<file path="config.mk">
export PLATFORM = sky130hd
export DESIGN_NAME = spi_slave
export DESIGN_NICKNAME = d
export VERILOG_FILES = /design/src/rtl/spi_pkg.sv /design/src/rtl/spi_sync.sv /design/src/rtl/spi_slave.sv
export SDC_FILE = /design/constraint.sdc
export NUM_CORES = 1
export LEC_CHECK = 0
export ABC_AREA = 1
export BUFFER_PORTS_ARGS = -buffer_cell sky130_fd_sc_hd__buf_2
export CELL_PAD_IN_SITES_DETAIL_PLACEMENT = 2
export CELL_PAD_IN_SITES_GLOBAL_PLACEMENT = 2
export CORE_MARGIN = 4
export CORE_UTILIZATION = 35
export DETAILED_ROUTE_END_ITERATION = 8
export PLACE_DENSITY_LB_ADDON = 0.1
export SLEW_MARGIN = 20
export SYNTH_ARGS = -nofsm -noshare
export SYNTH_HDL_FRONTEND = slang
export SYNTH_SLANG_ARGS = --single-unit
</file>
<file path="constraint.sdc">
create_clock -name clk -period 3.1 [get_ports clk]
set_clock_uncertainty 0.15 [all_clocks]
set_input_delay 0.155 -clock clk [delete_from_list [all_inputs] [get_ports clk]]
set_output_delay 0.155 -clock clk [all_outputs]
set_load 0.005 [all_outputs]
</file>
<file path="src/rtl/spi_pkg.sv">
// spi_pkg: shared state encoding and byte constants for the SPI slave
package spi_pkg;
  typedef enum logic [1:0] {IDLE, LOAD, SHIFT} spi_state_t;
  localparam int SPI_BYTE_W = 8;
  localparam logic [SPI_BYTE_W-1:0] SPI_UNDERRUN_FILL = 8'hFF;
endpackage

</file>
<file path="src/rtl/spi_sync.sv">
// spi_sync: synchronizes sclk/cs_n/mosi into clk and detects their edges
module spi_sync #(
  parameter int SYNC_STAGES = 2
) (
  input  logic clk,
  input  logic rst,
  input  logic sclk,
  input  logic cs_n,
  input  logic mosi,
  output logic sclk_rise,
  output logic sclk_fall,
  output logic cs_fall,
  output logic cs_rise,
  output logic cs_s,
  output logic mosi_s
);
  localparam int FW = $clog2(SYNC_STAGES + 1);
  logic [SYNC_STAGES-1:0] sclk_q, cs_q, mosi_q;
  logic sclk_d, cs_d, armed;
  logic [FW-1:0] flush;
  always_ff @(posedge clk or posedge rst) begin
    if (rst) begin
      sclk_q <= '1;
      cs_q   <= '1;
      mosi_q <= '0;
      sclk_d <= 1'b1;
      cs_d   <= 1'b1;
      flush  <= '0;
      armed  <= 1'b0;
    end else begin
      sclk_q <= {sclk_q[SYNC_STAGES-2:0], sclk};
      cs_q   <= {cs_q[SYNC_STAGES-2:0], cs_n};
      mosi_q <= {mosi_q[SYNC_STAGES-2:0], mosi};
      sclk_d <= sclk_q[SYNC_STAGES-1];
      cs_d   <= cs_q[SYNC_STAGES-1];
      flush  <= flush == FW'(SYNC_STAGES) ? flush : flush + FW'(1);
      // a select held low through reset is not a fresh edge: arm only once the chain has shown cs_n high
      armed  <= armed | (flush == FW'(SYNC_STAGES) && cs_q[SYNC_STAGES-1]);
    end
  end
  assign cs_s      = cs_q[SYNC_STAGES-1];
  assign mosi_s    = mosi_q[SYNC_STAGES-1];
  assign sclk_rise = sclk_q[SYNC_STAGES-1] & ~sclk_d;
  assign sclk_fall = ~sclk_q[SYNC_STAGES-1] & sclk_d;
  assign cs_fall   = armed & cs_d & ~cs_s;
  assign cs_rise   = cs_s & ~cs_d;
endmodule

</file>
<file path="src/rtl/spi_slave.sv">
// spi_slave: mode-3 SPI target with a one-byte tx holding register
module spi_slave
  import spi_pkg::*;
#(
  parameter int SYNC_STAGES = 2
) (
  input  logic                  clk,
  input  logic                  rst,
  input  logic                  sclk,
  input  logic                  cs_n,
  input  logic                  mosi,
  output logic                  miso,
  output logic                  miso_oe,
  input  logic [SPI_BYTE_W-1:0] tx_data,
  input  logic                  tx_valid,
  output logic                  tx_ready,
  output logic [SPI_BYTE_W-1:0] rx_data,
  output logic                  rx_valid,
  output logic                  tx_underrun,
  output logic                  frame_abort,
  output logic                  busy
);
  localparam int CW = $clog2(SPI_BYTE_W);
  spi_state_t state, nxt;
  logic sclk_rise, sclk_fall, cs_fall, cs_rise, cs_s, mosi_s;
  logic [SPI_BYTE_W-1:0] tx_shift, rx_shift, hold;
  logic [CW-1:0] cnt;
  logic hold_full, miso_q, byte_done, under_pend, load, shift_on, wr, last_rise;
  spi_sync #(.SYNC_STAGES(SYNC_STAGES)) u_sync (
    .clk(clk), .rst(rst), .sclk(sclk), .cs_n(cs_n), .mosi(mosi),
    .sclk_rise(sclk_rise), .sclk_fall(sclk_fall), .cs_fall(cs_fall),
    .cs_rise(cs_rise), .cs_s(cs_s), .mosi_s(mosi_s)
  );
  assign load      = state == LOAD;
  assign shift_on  = state == SHIFT && !cs_s;
  assign wr        = tx_valid && !hold_full;
  assign last_rise = sclk_rise && cnt == CW'(SPI_BYTE_W - 1);
  assign tx_ready  = !hold_full;
  assign busy      = !cs_s;
  assign miso_oe   = !cs_s;
  assign miso      = miso_q && !cs_s;
  always_comb begin
    nxt = cs_s ? IDLE : state == IDLE ? (cs_fall ? LOAD : IDLE) : load ? SHIFT : last_rise ? LOAD : SHIFT;
  end
  always_ff @(posedge clk or posedge rst) begin
    if (rst) state <= IDLE;
    else state <= nxt;
  end
  always_ff @(posedge clk or posedge rst) begin
    if (rst) begin
      tx_shift    <= '0;
      rx_shift    <= '0;
      hold        <= '0;
      hold_full   <= 1'b0;
      cnt         <= '0;
      miso_q      <= 1'b0;
      byte_done   <= 1'b0;
      under_pend  <= 1'b0;
      rx_data     <= '0;
      rx_valid    <= 1'b0;
      tx_underrun <= 1'b0;
      frame_abort <= 1'b0;
    end else begin
      hold_full   <= wr | (hold_full & ~load);
      if (wr) hold <= tx_data;
      byte_done   <= shift_on && last_rise;
      rx_valid    <= byte_done;
      if (byte_done) rx_data <= rx_shift;
      frame_abort <= cs_rise && cnt != '0;
      // the fill loaded after a frame's last byte is never shifted out, so report underrun on the byte's first edge
      tx_underrun <= shift_on && sclk_fall && under_pend;
      if (load) begin
        tx_shift   <= hold_full ? hold : SPI_UNDERRUN_FILL;
        under_pend <= !hold_full;
        cnt        <= '0;
      end else if (shift_on) begin
        if (sclk_fall) begin
          miso_q     <= tx_shift[SPI_BYTE_W-1];
          tx_shift   <= {tx_shift[SPI_BYTE_W-2:0], 1'b0};
          under_pend <= 1'b0;
        end
        if (sclk_rise) begin
          rx_shift <= {rx_shift[SPI_BYTE_W-2:0], mosi_s};
          cnt      <= cnt + CW'(1);
        end
      end else if (state == IDLE) begin
        cnt    <= '0;
        miso_q <= 1'b0;
      end
    end
  end
endmodule

</file>
Word level (Yosys, flattened, before mapping)
Index checks and enable logic that the tools add are counted.
- input bits: 14
- register bits: 55
- bitwise logic cells: 13
- multiplexer cells: 19
- reduce and logical (&&, ||, !) cells: 21
- $add $sub $neg: 2
- eq/ne operators: 6
- operators with widths (operator ; count):
    $mux W8 ; 4
    $mux W3 ; 4
    $logic_and A1 B1 Y1 ; 9
    $mux W2 ; 4
    $mux W1 ; 7
    $and A1 B1 Y1 ; 6
    $reduce_and A3 Y1 ; 2
    $reduce_bool A2 Y1 ; 3
    $reduce_bool A3 Y1 ; 2
    $not A1 Y1 ; 5
    $eq A2 B2 Y1 const B ; 2
    $reduce_and A2 Y1 ; 2
    $add A3 B1 Y3 const B ; 1
    $eq A3 B3 Y1 const B ; 1
    $ne A3 B3 Y1 const B ; 1
    $add A2 B1 Y2 const B ; 1
    $eq A2 B1 Y1 const B ; 1
    $logic_not A1 Y1 ; 2
    $logic_not A2 Y1 ; 1
    $ne A2 B2 Y1 const B ; 1
    $or A1 B1 Y1 ; 2

Logic depth before layout (Yosys ltp)
Gate-level depths: netlist of the first run.
- depth in word-level cells: 7
- mapped depth: 8
- mapped depth without buffers: 6

Hierarchy
From an unflattened synthesis of the first run, not the netlist that was laid out.
- cell total of the unflattened synthesis: 240
- area, all modules: 2290.9 um^2
- modules (own cells, without submodules) (module ; sequential area each (um^2) ; area an instance (um^2) ; times used ; cells each):
    spi_slave ; 1101.1 ; 1923.1 ; 1 ; 209
    spi_sync ; 282.8 ; 367.9 ; 1 ; 31

Worst setup path before layout of the first run
Ideal clock, no wire load.
- kind: reg2reg
- from: reg state[1]
- to: reg tx_shift[4]
- cell stages (with the launch flop): 9
- slack: 1788 ps
- required time: 2832 ps
- arrival time: 1045 ps
- period minus slack after synthesis: 1312 ps
- buffers on the path: 2
- path through: dfrtp_1 buf_6 inv_1 nand2_2 buf_4 nand2_1 nand2_1 nand3_1 nand2_1
- cells in the longest elaborated chain, start to end: 4
- elaborated cells between the ends (all ways): 7
- classes of those cells: eq/ne: 2; mux: 1; reduce/logical: 4
- RTL lines (item ; line ; source):
    from (decl) ; spi_slave.sv:24 ; spi_state_t state, nxt;
    from (signal assigned) ; spi_slave.sv:47 ; else state <= nxt;
    $eq A2 B2 Y1 ; spi_slave.sv:35 ; assign shift_on = state == SHIFT && !cs_s;
    $logic_and A1 B1 Y1 ; spi_slave.sv:35 ;
    $reduce_bool A2 Y1 (no source line) ; -- ;
    $reduce_and A2 Y1 (no source line) ; -- ;
    to (signal assigned) ; spi_slave.sv:73 ; tx_shift <= hold_full ? hold : SPI_UNDERRUN_FILL;
    to (signal assigned) ; spi_slave.sv:79 ; tx_shift <= {tx_shift[SPI_BYTE_W-2:0], 1'b0};
    to (decl) ; spi_slave.sv:26 ; logic [SPI_BYTE_W-1:0] tx_shift, rx_shift, hold;
Several ways; a longest one is shown, not always the timed one.
A chain may end at the register's enable or synchronous reset.

Final worst setup path of the first run
- from: reg state[1]
- to: reg tx_shift[7]
The elaborated chain is that of the path after synthesis.

==> metrics, run 1 <==
hold slack=0.207 ns; Synth top area share=52.9%; period utilisation layout=54.4%; Crit-path slowest cell=dfrtp_1; max-cap violation count=0; clock slew at the register clock pins of the worst setup and hold paths=0.10 ns; vias per cell=4.71; gr usage total=14.8%; Setup TNS Final=0 ns; final WL=5.14 mm; Setup crit end kind=flip-flop; first-pass GRT wire length=9.16 mm; RSZ-0062 raised after global routing=false; top-count cell post-synth=nand2_1; Least-Margin Pin Slew=0.614 ns; crit path DAT=1.73 ns; crit path time final=1.69 ns; startpoint class of the critical path=flip-flop; placed cells=350; Final Wtd Congestion=0.754; Finish-stage setup viols=0; CTS tree=yes; Synth area leader=dfrtp_1; CP Data Required Time=3.14 ns; Core Footprint=6390 µm²; worst-skew pair later-pin latency=0.30 ns; count of state elements after synthesis=55; Cell Area, Synth=2320 µm²; post-DP HPWL=3.73 mm; Die Height=89.4 µm; Slew Limit Headroom=59.0%; layout cells sized above 1=16.7%; number of remaining DRC errors=0; IO Pins=29; final std cells w/o fill=371; I/O Buffers=28; final hold vios=0; Post-synth ARST share=100%; Final Max Slew Viols=0; DIE WIDTH=89.4 µm; crit-path max cell delay=0.55 ns; DIE AREA=7990 µm²; Num CTS Buffers=5; initial antenna violation count=0; Peak VDD IR=259 µV; # H-tree levels=2; Core Util, Final=42.8%; Syn Inst Count=251; Mean Syn Cell Area=9.23 µm²; DRT antenna net count=0; Cell variety after synth=24; multi-input logic area=757 µm²; Routed wire per std cell=13.9 µm; largest family of logic cells by synthesized area=simple AND/OR/NAND/NOR gates; Sequential Area=1380 µm²; area share of fa/ha/maj cells after synthesis=2.16%; FMAX=593 MHz; router iterations before antenna repair=4; Synth-to-Final Area Change=18.0%; n_diodes=0; Hold Crit Class=reg -> reg; largest net degree at the start of global routing=30; post-synth net total=269; post-route cell area=2730 µm²; yosys warns=0; CP most frequent cell=nand2_1; Synth area leaders=dfrtp_1 (53%), nand2_1 (10%), dfstp_2 (6.8%), nand3_1 (6.0%), inv_1 (4.7%); Synth Area in Compound Gates=6.70%; number of global-route vias before repair=1865; root buffer cell=clkbuf_8; Pwr Density=616 nW/µm²; EDFF count, synth=0; Core Rows=29; CTS sink count=55; CP Cell Sequence=inv_1, nand2_2, nand2_1, nand3_1, nand2_1; status=finished clean; initial DRC count=77; Synth Flop Type=dfrtp_1; commonest cells in the netlist=nand2_1 (63), dfrtp_1 (49), inv_1 (29); Filler cells=694; mux contribution to synthesized area=0.486%; Critical Path Fanout Max=17; Synth Area in XOR/XNOR=0.378%; CP Class=reg -> reg; Cell Area, Placed=2500 µm²; register area share after synthesis=59.7%; Leak=1.40 nW; simple-gate area share of the yosys netlist=22.9%; Congestion Overflow GR=0; fin nets=311; vias=1747; starting density of the core=36.3%; Clock Path Buffers=2
==> registers in the layout, summed over array words and instances, names as in the netlist, 2 cells and up <==
| name | count |
|---|---|
| u_sync.mosi_q | 2 |
| u_sync.cs_q | 2 |
| cnt | 3 |
| hold | 8 |
| state | 2 |
| rx_shift | 8 |
| rx_data | 8 |
| tx_shift | 8 |
| u_sync.flush | 2 |
| u_sync.sclk_q | 2 |
==> layer usage <==
| layer | share of wire, % | routed length [µm] | global-route usage, % |
|---|---|---|---|
| met1 | 49 | 2520 | 19.9 |
| met4 | 1.2 | 63 | 4.06 |
| met2 | 46 | 2370 | 24.2 |
| met3 | 3.6 | 186 | 3.04 |
| met5 | 0 | 0 | 0 |
==> worst max-delay path, delay by kind of cell, from the launching register on <==
| family | cells | cell delay [ns] |
|---|---|---|
| AND/OR/NAND/NOR | 4 | 0.72 |
| buffers and inverters | 1 | 0.15 |
| flip-flops | 1 | 0.55 |
==> cells by family after synthesis <==
family	Yosys count
AO/OA/AOI/OAI	30
XOR/XNOR	1
adder cells (fa/ha/maj)	4
buffers and inverters	37
flip-flops	55
multiplexers	1
AND/OR/NAND/NOR	123
==> layout make-up <==
class	count	share of cell area [%]
Sequential cell	55	50.6
Multi-Input combinational cell	159	27.7
Timing Repair Buffer	42	10.2
Inverter	30	4.12
Tap cell	77	3.52
Clock buffer	7	2.79
Clock inverter	1	1.10
==> cell usage in the layout (no fill, tap or decap), drive strengths merged <==
cell and n:
nand4 1, nand3 30, mux2 1, buf 29, o21ai 13, a21oi 15, dlygate4sd3 13, a21o 1
dfrtp 49, ha 4, bufinv 1, a211oi 1, xnor2 1, nor2 28, nand2 64, dfstp 6
clkbuf 7, inv 30
==> power by group <==
part / total, mW / switching [mW] / leakage (nW) / internal (mW)
Sequential: 0.902 / 0.0681 / 0.697 / 0.833
Clock: 0.464 / 0.222 / 0.0524 / 0.242
Combinational: 0.318 / 0.205 / 0.652 / 0.113
Total: 1.68 / 0.495 / 1.40 / 1.19
==> stage by stage <==
stage	power, mW	setup slack [ns]
6_report	1.68	1.41
5_1_grt	1.82	1.24
4_1_cts	1.72	1.38
3_5_place_dp	1.23	1.40
3_3_place_gp	1.21	1.48
2_1_floorplan	1.15	1.46
==> path summary, 6_finish.rpt <==
path	from	to	slack, ns	cells past startpoint
setup / recovery	state[1]	tx_shift[7]	1.41	5
hold / removal	u_sync.mosi_q[0]	u_sync.mosi_q[1]	0.21	0
setup reg to reg	state[1]	tx_shift[7]	1.41	5
hold reg to reg	u_sync.mosi_q[0]	u_sync.mosi_q[1]	0.21	0
max in group asynchronous	rst	u_sync.cs_q[0]	1.65	4
min in group asynchronous	rst	cnt[0]	0.32	3
==> repair_timing <==
item                      CTS  global route
buffers inserted            0             0
hold endpoints to repair   39             0
gates resized for setup     0             0
hold buffers               13             0
Note: power is estimated with default switching activity, not from simulation.
==> inputs of run 2 (changes only) <==
==> constraint.sdc (replaced) <==
create_clock -name clk -period 1.6 [get_ports clk]
set_clock_uncertainty 0.15 [all_clocks]
set_input_delay 0.08 -clock clk [delete_from_list [all_inputs] [get_ports clk]]
set_output_delay 0.08 -clock clk [all_outputs]
set_load 0.005 [all_outputs]
==> run 2 against run 1 <==
Net effect:
- sequential share of layout area shrank 1.0 points
- die area unchanged
- first-iteration DRC count shrank 43%
- register-to-register slack got worse by 1.3 ns
- critical path depth rose by 1
- final cell count grew 2.2%
- routed wire length rose by 3.6%
- critical path type unchanged
- sequential power up 90%
- core utilization up 0.90 points
==> metrics, run 2 (synthesis gave the netlist of run 1 again) <==
root buffer cell=clkbuf_8; Core Footprint=6390 µm² (unchanged); Routed wire per std cell=14.1 µm (+1.5%); Post-CTS Setup Inserts=0 (unchanged); Die Height=89.4 µm (unchanged); Crit-path slowest cell=dfstp_2; initial DRC count=44 (-43%); most common cell after layout, fill and taps aside=nand2_1; crit path time final=1.48 ns (-0.210 ns); fin nets=319 (+2.6%); Peak VDD IR=503 µV (+94%); vias=1804 (+3.3%); met2 Use GR=24.8% (+0.60 points); Least-Margin Pin Slew=0.472 ns (-0.142 ns); I/O Buffers=28 (unchanged); Setup TNS Final=0 ns (unchanged); Slew Limit Headroom=68.4% (+9.4 points); vias per cell=4.76 (+1.1%); post-DP HPWL=3.73 mm (about the same); layout cells sized above 1=19.5% (+2.9 points); final hold vios=0 (unchanged); final WL=5.33 mm (+3.6%); Synth-to-Final Area Change=20.5%; period utilisation layout=92.3% (+38 points); clock slew at the register clock pins of the worst setup and hold paths=0.10 ns (about the same); met1 GRT Util=18.7% (-1.2 points); DIE AREA=7990 µm² (unchanged); # H-tree levels=2 (unchanged); startpoint class of the critical path=flip-flop; crit path DAT=1.53 ns (-0.20 ns); CTS tree=yes; FF-to-FF End=cnt[0]; number of global-route vias before repair=1950 (+4.6%); Critical Path Fanout Max=9 (-8); Final Wtd Congestion=0.707 (-6.2%); Final WS setup=0.123 ns (-1.29 ns); DRT antenna net count=0 (unchanged); M3 GR Usage=2.95% (-0.092 points); Congestion Overflow GR=0 (unchanged); R2R depth=6 (+1); initial antenna violation count=0 (unchanged); n_diodes=0 (unchanged); DIE WIDTH=89.4 µm (unchanged); Setup WS pre-CTS=0.104 ns (-1.30 ns); FMAX=677 MHz (+14%); worst-skew pair later-pin latency=0.30 ns (about the same); starting density of the core=36.3% (unchanged); CP Data Required Time=1.65 ns (-1.49 ns); max-cap violation count=0 (unchanged); hold depth=4 (+4); Clock Path Buffers=2 (unchanged); crit-path max cell delay=0.60 ns (+0.05 ns); Leak=1.43 nW (+2.0%); number of remaining DRC errors=0 (unchanged); gr usage total=14.5% (-0.26 points); placed cells=357 (+2.0%); Hold Crit Class=in -> reg; Setup crit end kind=flip-flop; most frequent cells in the layout=nand2_1 (62), dfrtp_1 (49), inv_1 (28), nand3_1 (28), buf_2 (28); CTS sink count=55 (unchanged); RSZ-0062 raised after global routing=false; router iterations before antenna repair=4 (unchanged); IO Pins=29 (unchanged); reg2reg start=u_sync.cs_q[1]; Num CTS Buffers=5 (unchanged); Finish-stage setup viols=0 (unchanged); Reg2Reg Setup Slack=0.12 ns (-1.29 ns); HP Start=tx_valid; Final Max Slew Viols=0 (unchanged); global route hottest layer=met2; status=finished clean; Pwr Density=1130 nW/µm² (+84%); first-pass GRT wire length=9.05 mm (-1.1%); largest net degree at the start of global routing=56 (+87%); CP Cell Sequence=inv_2, nand3_4, buf_4, nor2_1, nand3_1, nand2_1; final std cells w/o fill=379 (+2.2%); CP Class=reg -> reg; end of the worst hold path=hold[0]; Core Rows=29 (unchanged)
run 2: cell count changes in the layout (fill, tap and decap cells not counted), sizes merged:
cell / previous run / this run
buf: 29 / 36
clkinvlp: 0 / 1
clkinv: 0 / 1
clkbuf: 7 / 6
nor2: 28 / 29
bufinv: 1 / 0
run 2: cell type report:
class	instances	area, µm²
Clock buffer	6	72.6
Clock inverter	2	12.5
Fill cell	721	3590
Inverter	30	113
Multi-Input combinational cell	160	771
Sequential cell	55	1380
Tap cell	77	96.3
Timing Repair Buffer	49	343
run 2: through the flow:
step	utilization, %	hold WS, ns	power (mW)	instance area (µm²)
finish	43.7	0.211	3.16	2790
floorplan	-	-0.0655	2.22	2320
global route	43.7	0.225	3.43	2790
CTS	43.5	0.214	3.23	2780
global placement	40.1	0.00827	2.39	2560
detailed placement	40.1	0.0138	2.43	2560
run 2: critical path, delay by kind of cell (launching register included):
kind | cells | cell delay, ns
flip-flops | 1 | 0.60
AND/OR/NAND/NOR | 4 | 0.32
buffers and inverters | 2 | 0.28
run 2: how the worst max path moves through the flow:
stage / startpoint / end / slack, ns / cells past startpoint
after floorplan: rst / byte_done / 0.04 / 1
after global placement: u_sync.cs_q[1] / tx_shift[3] / 0.12 / 5
after detailed placement: u_sync.cs_q[1] / tx_shift[6] / 0.10 / 5
after CTS: u_sync.cs_q[1] / tx_shift[6] / 0.09 / 5
after global routing: state[0] / cnt[1] / 0.01 / 6
final: u_sync.cs_q[1] / cnt[0] / 0.12 / 6
run 2: report_power, final:
group	internal, mW	total (mW)	switching [mW]	leakage, nW
clock network	0.307	0.746	0.439	0.0412
registers	1.61	1.71	0.0961	0.697
logic	0.270	0.706	0.436	0.691
total	2.19	3.16	0.971	1.43
run 2: timing repair:
item,in CTS,in global routing
resized for setup,0,2
setup endpoints to repair,0,8
endpoints found under the hold margin,66,0
hold buffers,13,0
run 2: per-layer routing:
metal	vias up	wire length, µm
li1	887	-
met1	887	2510
met3	5	171
met4	0	48
met2	25	2600
met5	-	0
